## config.mk

```make
export PLATFORM = sky130hd
export DESIGN_NAME = lockin_iq_demod
export DESIGN_NICKNAME = d
export VERILOG_FILES = /design/src/rtl/lockin_iq_demod.sv
export SDC_FILE = /design/constraint.sdc
export NUM_CORES = 1
export LEC_CHECK = 0
export CAP_MARGIN = 20
export CORE_ASPECT_RATIO = 0.7
export CORE_MARGIN = 10
export CORE_UTILIZATION = 30
export CTS_CLUSTER_DIAMETER = 100
export CTS_CLUSTER_SIZE = 16
export DETAILED_ROUTE_END_ITERATION = 7
export PLACE_DENSITY_LB_ADDON = 0.05
export SLEW_MARGIN = 20
export SYNTH_ARGS = -nofsm -noshare
export SYNTH_HDL_FRONTEND = slang
export SYNTH_SLANG_ARGS = --single-unit
export TNS_END_PERCENT = 10
```

## constraint.sdc

```tcl
create_clock -name sys_clk -period 9.5 [get_ports sys_clk]
set_input_delay 2.375 -clock sys_clk [delete_from_list [all_inputs] [get_ports sys_clk]]
set_output_delay 2.375 -clock sys_clk [all_outputs]
set_load 0.05 [all_outputs]
```

## src/rtl/lockin_iq_demod.sv

```systemverilog
// lockin_iq_demod: I/Q lock-in demodulator that multiplies ADC samples by sin/cos references
// and dumps the arithmetic-shifted boxcar mean every 2^LOG2_N accepted samples.
module lockin_iq_demod #(
    parameter int SIG_W  = 12,
    parameter int REF_W  = 8,
    parameter int LOG2_N = 10
) (
    input  logic                     sys_clk,
    input  logic                     rst_n,
    input  logic                     clear,
    input  logic                     sig_valid,
    input  logic [SIG_W-1:0]         sig_in,
    input  logic [REF_W-1:0]         ref_sin,
    input  logic [REF_W-1:0]         ref_cos,
    output logic [SIG_W+REF_W-1:0]   i_out,
    output logic [SIG_W+REF_W-1:0]   q_out,
    output logic                     iq_valid,
    output logic [LOG2_N-1:0]        blk_cnt
);
    localparam int P_W   = SIG_W + REF_W;
    localparam int ACC_W = P_W + LOG2_N;

    logic                    r_v0;
    logic [SIG_W-1:0]        r_s0;
    logic [REF_W-1:0]        r_sin0;
    logic [REF_W-1:0]        r_cos0;
    logic                    r_v1;
    logic [P_W-1:0]          r_pi;
    logic [P_W-1:0]          r_pq;
    logic [ACC_W-1:0]        r_acc_i;
    logic [ACC_W-1:0]        r_acc_q;
    logic [P_W-1:0]          r_i_out;
    logic [P_W-1:0]          r_q_out;
    logic                    r_iq_valid;
    logic [LOG2_N-1:0]       r_blk_cnt;

    logic [REF_W-1:0]        w_sin;
    logic [REF_W-1:0]        w_cos;
    logic signed [P_W-1:0]   w_s_x;
    logic signed [P_W-1:0]   w_sin_x;
    logic signed [P_W-1:0]   w_cos_x;
    logic signed [P_W-1:0]   w_pi;
    logic signed [P_W-1:0]   w_pq;
    logic [ACC_W-1:0]        w_sum_i;
    logic [ACC_W-1:0]        w_sum_q;
    logic                    w_last;

    // Offset-binary to two's complement is just an MSB flip.
    assign w_sin = {~ref_sin[REF_W-1], ref_sin[REF_W-2:0]};
    assign w_cos = {~ref_cos[REF_W-1], ref_cos[REF_W-2:0]};

    always_ff @(posedge sys_clk or negedge rst_n) begin
        if (!rst_n) begin
            r_v0   <= 1'b0;
            r_s0   <= '0;
            r_sin0 <= '0;
            r_cos0 <= '0;
        end else if (clear) begin
            r_v0 <= 1'b0;
        end else begin
            r_v0 <= sig_valid;
            if (sig_valid) begin
                r_s0   <= sig_in;
                r_sin0 <= w_sin;
                r_cos0 <= w_cos;
            end
        end
    end

    assign w_s_x   = {{REF_W{r_s0[SIG_W-1]}}, r_s0};
    assign w_sin_x = {{SIG_W{r_sin0[REF_W-1]}}, r_sin0};
    assign w_cos_x = {{SIG_W{r_cos0[REF_W-1]}}, r_cos0};
    assign w_pi    = w_s_x * w_sin_x;
    assign w_pq    = w_s_x * w_cos_x;

    always_ff @(posedge sys_clk or negedge rst_n) begin
        if (!rst_n) begin
            r_v1 <= 1'b0;
            r_pi <= '0;
            r_pq <= '0;
        end else if (clear) begin
            r_v1 <= 1'b0;
        end else begin
            r_v1 <= r_v0;
            if (r_v0) begin
                r_pi <= w_pi;
                r_pq <= w_pq;
            end
        end
    end

    assign w_sum_i = r_acc_i + {{LOG2_N{r_pi[P_W-1]}}, r_pi};
    assign w_sum_q = r_acc_q + {{LOG2_N{r_pq[P_W-1]}}, r_pq};
    assign w_last  = &r_blk_cnt;

    // The top P_W bits of the widened sum are exactly the floor-shifted block mean.
    always_ff @(posedge sys_clk or negedge rst_n) begin
        if (!rst_n) begin
            r_acc_i    <= '0;
            r_acc_q    <= '0;
            r_i_out    <= '0;
            r_q_out    <= '0;
            r_iq_valid <= 1'b0;
            r_blk_cnt  <= '0;
        end else if (clear) begin
            r_acc_i    <= '0;
            r_acc_q    <= '0;
            r_iq_valid <= 1'b0;
            r_blk_cnt  <= '0;
        end else begin
            r_iq_valid <= 1'b0;
            if (r_v1) begin
                if (w_last) begin
                    r_i_out    <= w_sum_i[ACC_W-1 -: P_W];
                    r_q_out    <= w_sum_q[ACC_W-1 -: P_W];
                    r_acc_i    <= '0;
                    r_acc_q    <= '0;
                    r_blk_cnt  <= '0;
                    r_iq_valid <= 1'b1;
                end else begin
                    r_acc_i   <= w_sum_i;
                    r_acc_q   <= w_sum_q;
                    r_blk_cnt <= r_blk_cnt + 1'b1;
                end
            end
        end
    end

    assign i_out    = r_i_out;
    assign q_out    = r_q_out;
    assign iq_valid = r_iq_valid;
    assign blk_cnt  = r_blk_cnt;
endmodule
```

==> metrics.txt <==
VDD IR-drop max=roughly 0.25 mV; result of the run=complete, no violations; setup total negative slack=0 ns; overall die area=approximately 0.065 mm^2; total number of yosys warnings=0; register bit count reported by yosys=between 150 and 200; setup repair after global routing missed its margin=no; Final Hold Vio Count=0; die boundary width=301 um; part of the Yosys area used for sequential elements=0.274; internal cell power=between 3 and 4 mW; ANT cells=0; critical path data required time=just under 10 ns; power spent charging and discharging nets=3.39 mW; Post-CTS Setup Repair Bufs=0; signed area change from the synthesized netlist to the final layout=13.3%; placer congestion estimate=0.762; type of the setup path with the least slack=reg -> reg; final cell utilization of the core=0.346; buffers added on ports=slightly above 80; startpoint of the worst register-to-register path=r_s0[7]; vertical extent of the die=between 200 and 250 um; worst-path cell chain=nand2_1 > fa_1 > fa_1 > inv_1 > fa_1 > inv_1 > fa_1 > inv_1 > ha_1 > o21ai_1 > o21bai_1 > a221oi_1 > o21ai_1 > o41ai_1 > o21ai_1 > a21oi_1 > xnor2_1 > o21ai_1; final critical-path share of the clock period=0.566; depth of the worst register-to-register path=18; stage delay of the slowest cell on the critical path=roughly 0.76 ns; EDFF count, synth=0; share of synthesized registers carrying an async set or reset=1.00; Buf+Inv Stages, Crit Path=3; GRT Residual Overflow=0; CP delay by family, top=adder cells; Power Dens Cells=around 370 mW/mm^2; crit path capture=r_pq[19]; Worst path slowest cell=dfrtp_1; worst max-slew margin expressed relative to the limit=0.324; first-pass iteration count of the detailed router=4; main combinational cell family by area after synthesis=adder cells; core region area=about 0.054 mm^2; fraction of power spent switching nets=0.486; Critical Path Stages=18; number of nets in the layout=2,087; clock latency on the worst-skew pair=roughly 0.47 ns; gate count after technology mapping=about 1.7k; H-Tree Depth=4; share of synthesized area spent on multiplexers=0.0443; pin count of the biggest net entering global routing=77; XOR/XNOR share of the synthesized area=0.0535; Critical Path Fanout Max=17; setup skew after layout=around 0.013 ns; synthesized-area fraction occupied by and/or/nand/nor cells=0.131; Post-Synth Adder-Cell Area=0.294; time the worst path needs with I/O delays and setup=5.38 ns; leakage power=9.09 nW; antenna violations before repair=0; total number of vias=around 12k; number of global-route vias before repair=between 10k and 15k; total routing resource utilization after global routing=0.134; capture point of the worst reg-to-reg path=r_pq[19]; first-pass GRT wire length=around 70,000 um; drc violations=0; slew at the pin closest to its max-slew limit=around 1 ns; floorplan row count=71; area fraction in compound gates after synthesis=0.136; Post-Syn Area per Cell=between 9 and 10 um^2; crit path launch=r_s0[7]; Most used DFF post-synth=dfrtp_1; share of total power in sequential cells=0.151; Post-Synthesis Net Count=2,036; number of max-cap violations=0; number of clock buffers inserted by TritonCTS=17; routed wire length=about 40,000 um; cell area after synthesis=between 0.015 and 0.02 mm^2; clock tree from TritonCTS=built; Hold-fix buffers, CTS=0; total I/O pin count=83; Post-DP HPWL=between 30,000 and 40,000 um; initial detailed-routing violation count=~490; worst hold margin=~0.49 ns; drt via density=4.61; effective utilization at floorplan=0.306; Worst setup SP type=flip-flop; post-CTS clock slew at the launch and capture registers of the worst setup and hold paths=0.08 ns; number of gates given a new drive strength after cts=0; layout cell share with drive strength beyond 1=0.0710; reg-to-reg setup timing slack=~4.1 ns; distinct cell type count of the synthesized netlist=just over 70; Routed Antenna Nets=0; post-DR wirelength/cell=around 16 um; number of clock sinks=about 180; root buffer cell=clkbuf_16; power share of the combinational group=0.736; buffers from clock root to sink, at most=2; Worst Hold Depth=2; Worst Hold Launch=r_pi[9]; worst endpoint data arrival time=5.71 ns; final setup violation count=0; share of power burned in the clock network=0.113; worst hold-check path type=reg -> reg; endpoint kind of the worst setup timing path=flip-flop; Final Slew Violations=0; fillers=5,519; Max Freq=around 190 MHz
Yosys cell counts (10+ instances only):
library cell / instances / share of area
inv_1: 230 / 0.052
nor2_1: 63 / 0.014
xor2_1: 40 / 0.021
o21ai_1: 38 / 0.012
o21a_1: 10 / 0.0045
a21o_1: 33 / 0.015
o21bai_1: 18 / 0.0082
a21oi_1: 80 / 0.024
xnor2_1: 61 / 0.032
a22o_1: 43 / 0.023
dfrtp_1: 181 / 0.27
o21ai_0: 52 / 0.016
fa_1: 160 / 0.19
nand3_1: 17 / 0.0051
mux2_2: 62 / 0.042
a31oi_1: 11 / 0.0042
nand2_1: 178 / 0.040
and2_1: 114 / 0.043
ha_1: 133 / 0.10
nand4_1: 11 / 0.0042
nor3_1: 11 / 0.0033
clkbuf_1: 54 / 0.012
nand2b_1: 15 / 0.0057
final cells by class:
type,instances,area (um^2),share of cell area
Clock buffer,20,447,0.0238
Clock inverter,11,175,0.00935
Inverter,233,875,0.0467
Multi-Input combinational cell,1239,10900,0.583
Sequential cell,181,4530,0.242
Tap cell,730,913,0.0487
Timing Repair Buffer,90,885,0.0472
power by group through the flow:
stage	clock, mW	combinational [mW]	sequential, mW
after global placement	0	5.26	1.08
after global routing	0.849	6.05	1.08
after detailed placement	0	5.25	1.08
after CTS	0.818	5.29	1.06
final	0.786	5.14	1.06
after floorplan	0	4.08	0.975
tightest hold or removal path, stage by stage, from the launching register on:
cell and delay [ns]:
dfrtp_1 0.35, nand2_1 0.05, o21ai_0 0.06
worst min-delay path by stage:
stage	to	slack (ns)
after floorplan	r_pi[0]	0.45
after global placement	r_pq[0]	0.47
after detailed placement	r_acc_i[9]	0.48
after CTS	r_pq[0]	0.50
after global routing	r_pq[7]	0.52
final	r_pi[9]	0.49
cell usage in the layout, fill, tap and decap left out, drive strengths merged, types with 61 or more instances in the layout:
cell | netlist | routed
dfrtp | 181 | 181
nand2 | 178 | 178
a21oi | 80 | 80
ha | 133 | 133
clkdlybuf4s50 | 0 | 81
o21ai | 91 | 91
xnor2 | 61 | 61
fa | 160 | 160
and2 | 114 | 114
inv | 232 | 234
mux2 | 63 | 63
nor2 | 64 | 64
per-layer routing:
metal	GRT usage	routed length (um)	part of all wire
met5	0	0	0
met4	0.0225	308	0.0075
met3	0.0267	1190	0.029
met2	0.198	17500	0.42
met1	0.199	22300	0.54
flip-flops by register name (all words and copies together) (netlist names), 8 cells and up:
| name | cells |
|---|---|
| r_cos0 | 8 |
| r_pi | 20 |
| r_pq | 20 |
| i_out | 20 |
| blk_cnt | 10 |
| r_acc_q | 30 |
| q_out | 20 |
| r_sin0 | 8 |
| r_acc_i | 30 |
| r_s0 | 12 |
per-stage QoR:
| stage | cell area [um^2] | power, mW | setup slack [ns] | cells |
|---|---|---|---|---|
| after floorplan | 16500 | 5.06 | 4.68 | 1711 |
| after global placement | 18100 | 6.34 | 4.25 | 2473 |
| after detailed placement | 18100 | 6.33 | 4.12 | 2473 |
| after CTS | 18700 | 7.18 | 4.07 | 2504 |
| after global routing | 18700 | 7.98 | 3.67 | 2504 |
| final | 18700 | 6.98 | 4.12 | 2504 |
kinds of logic after synthesis:
kind of cell	Yosys count
flops	181
compound gates	338
fa+ha+maj	293
xor+xnor	101
mux	65
simple gates	442
buf+inv	291
Note: power is estimated with default switching activity, not from simulation.
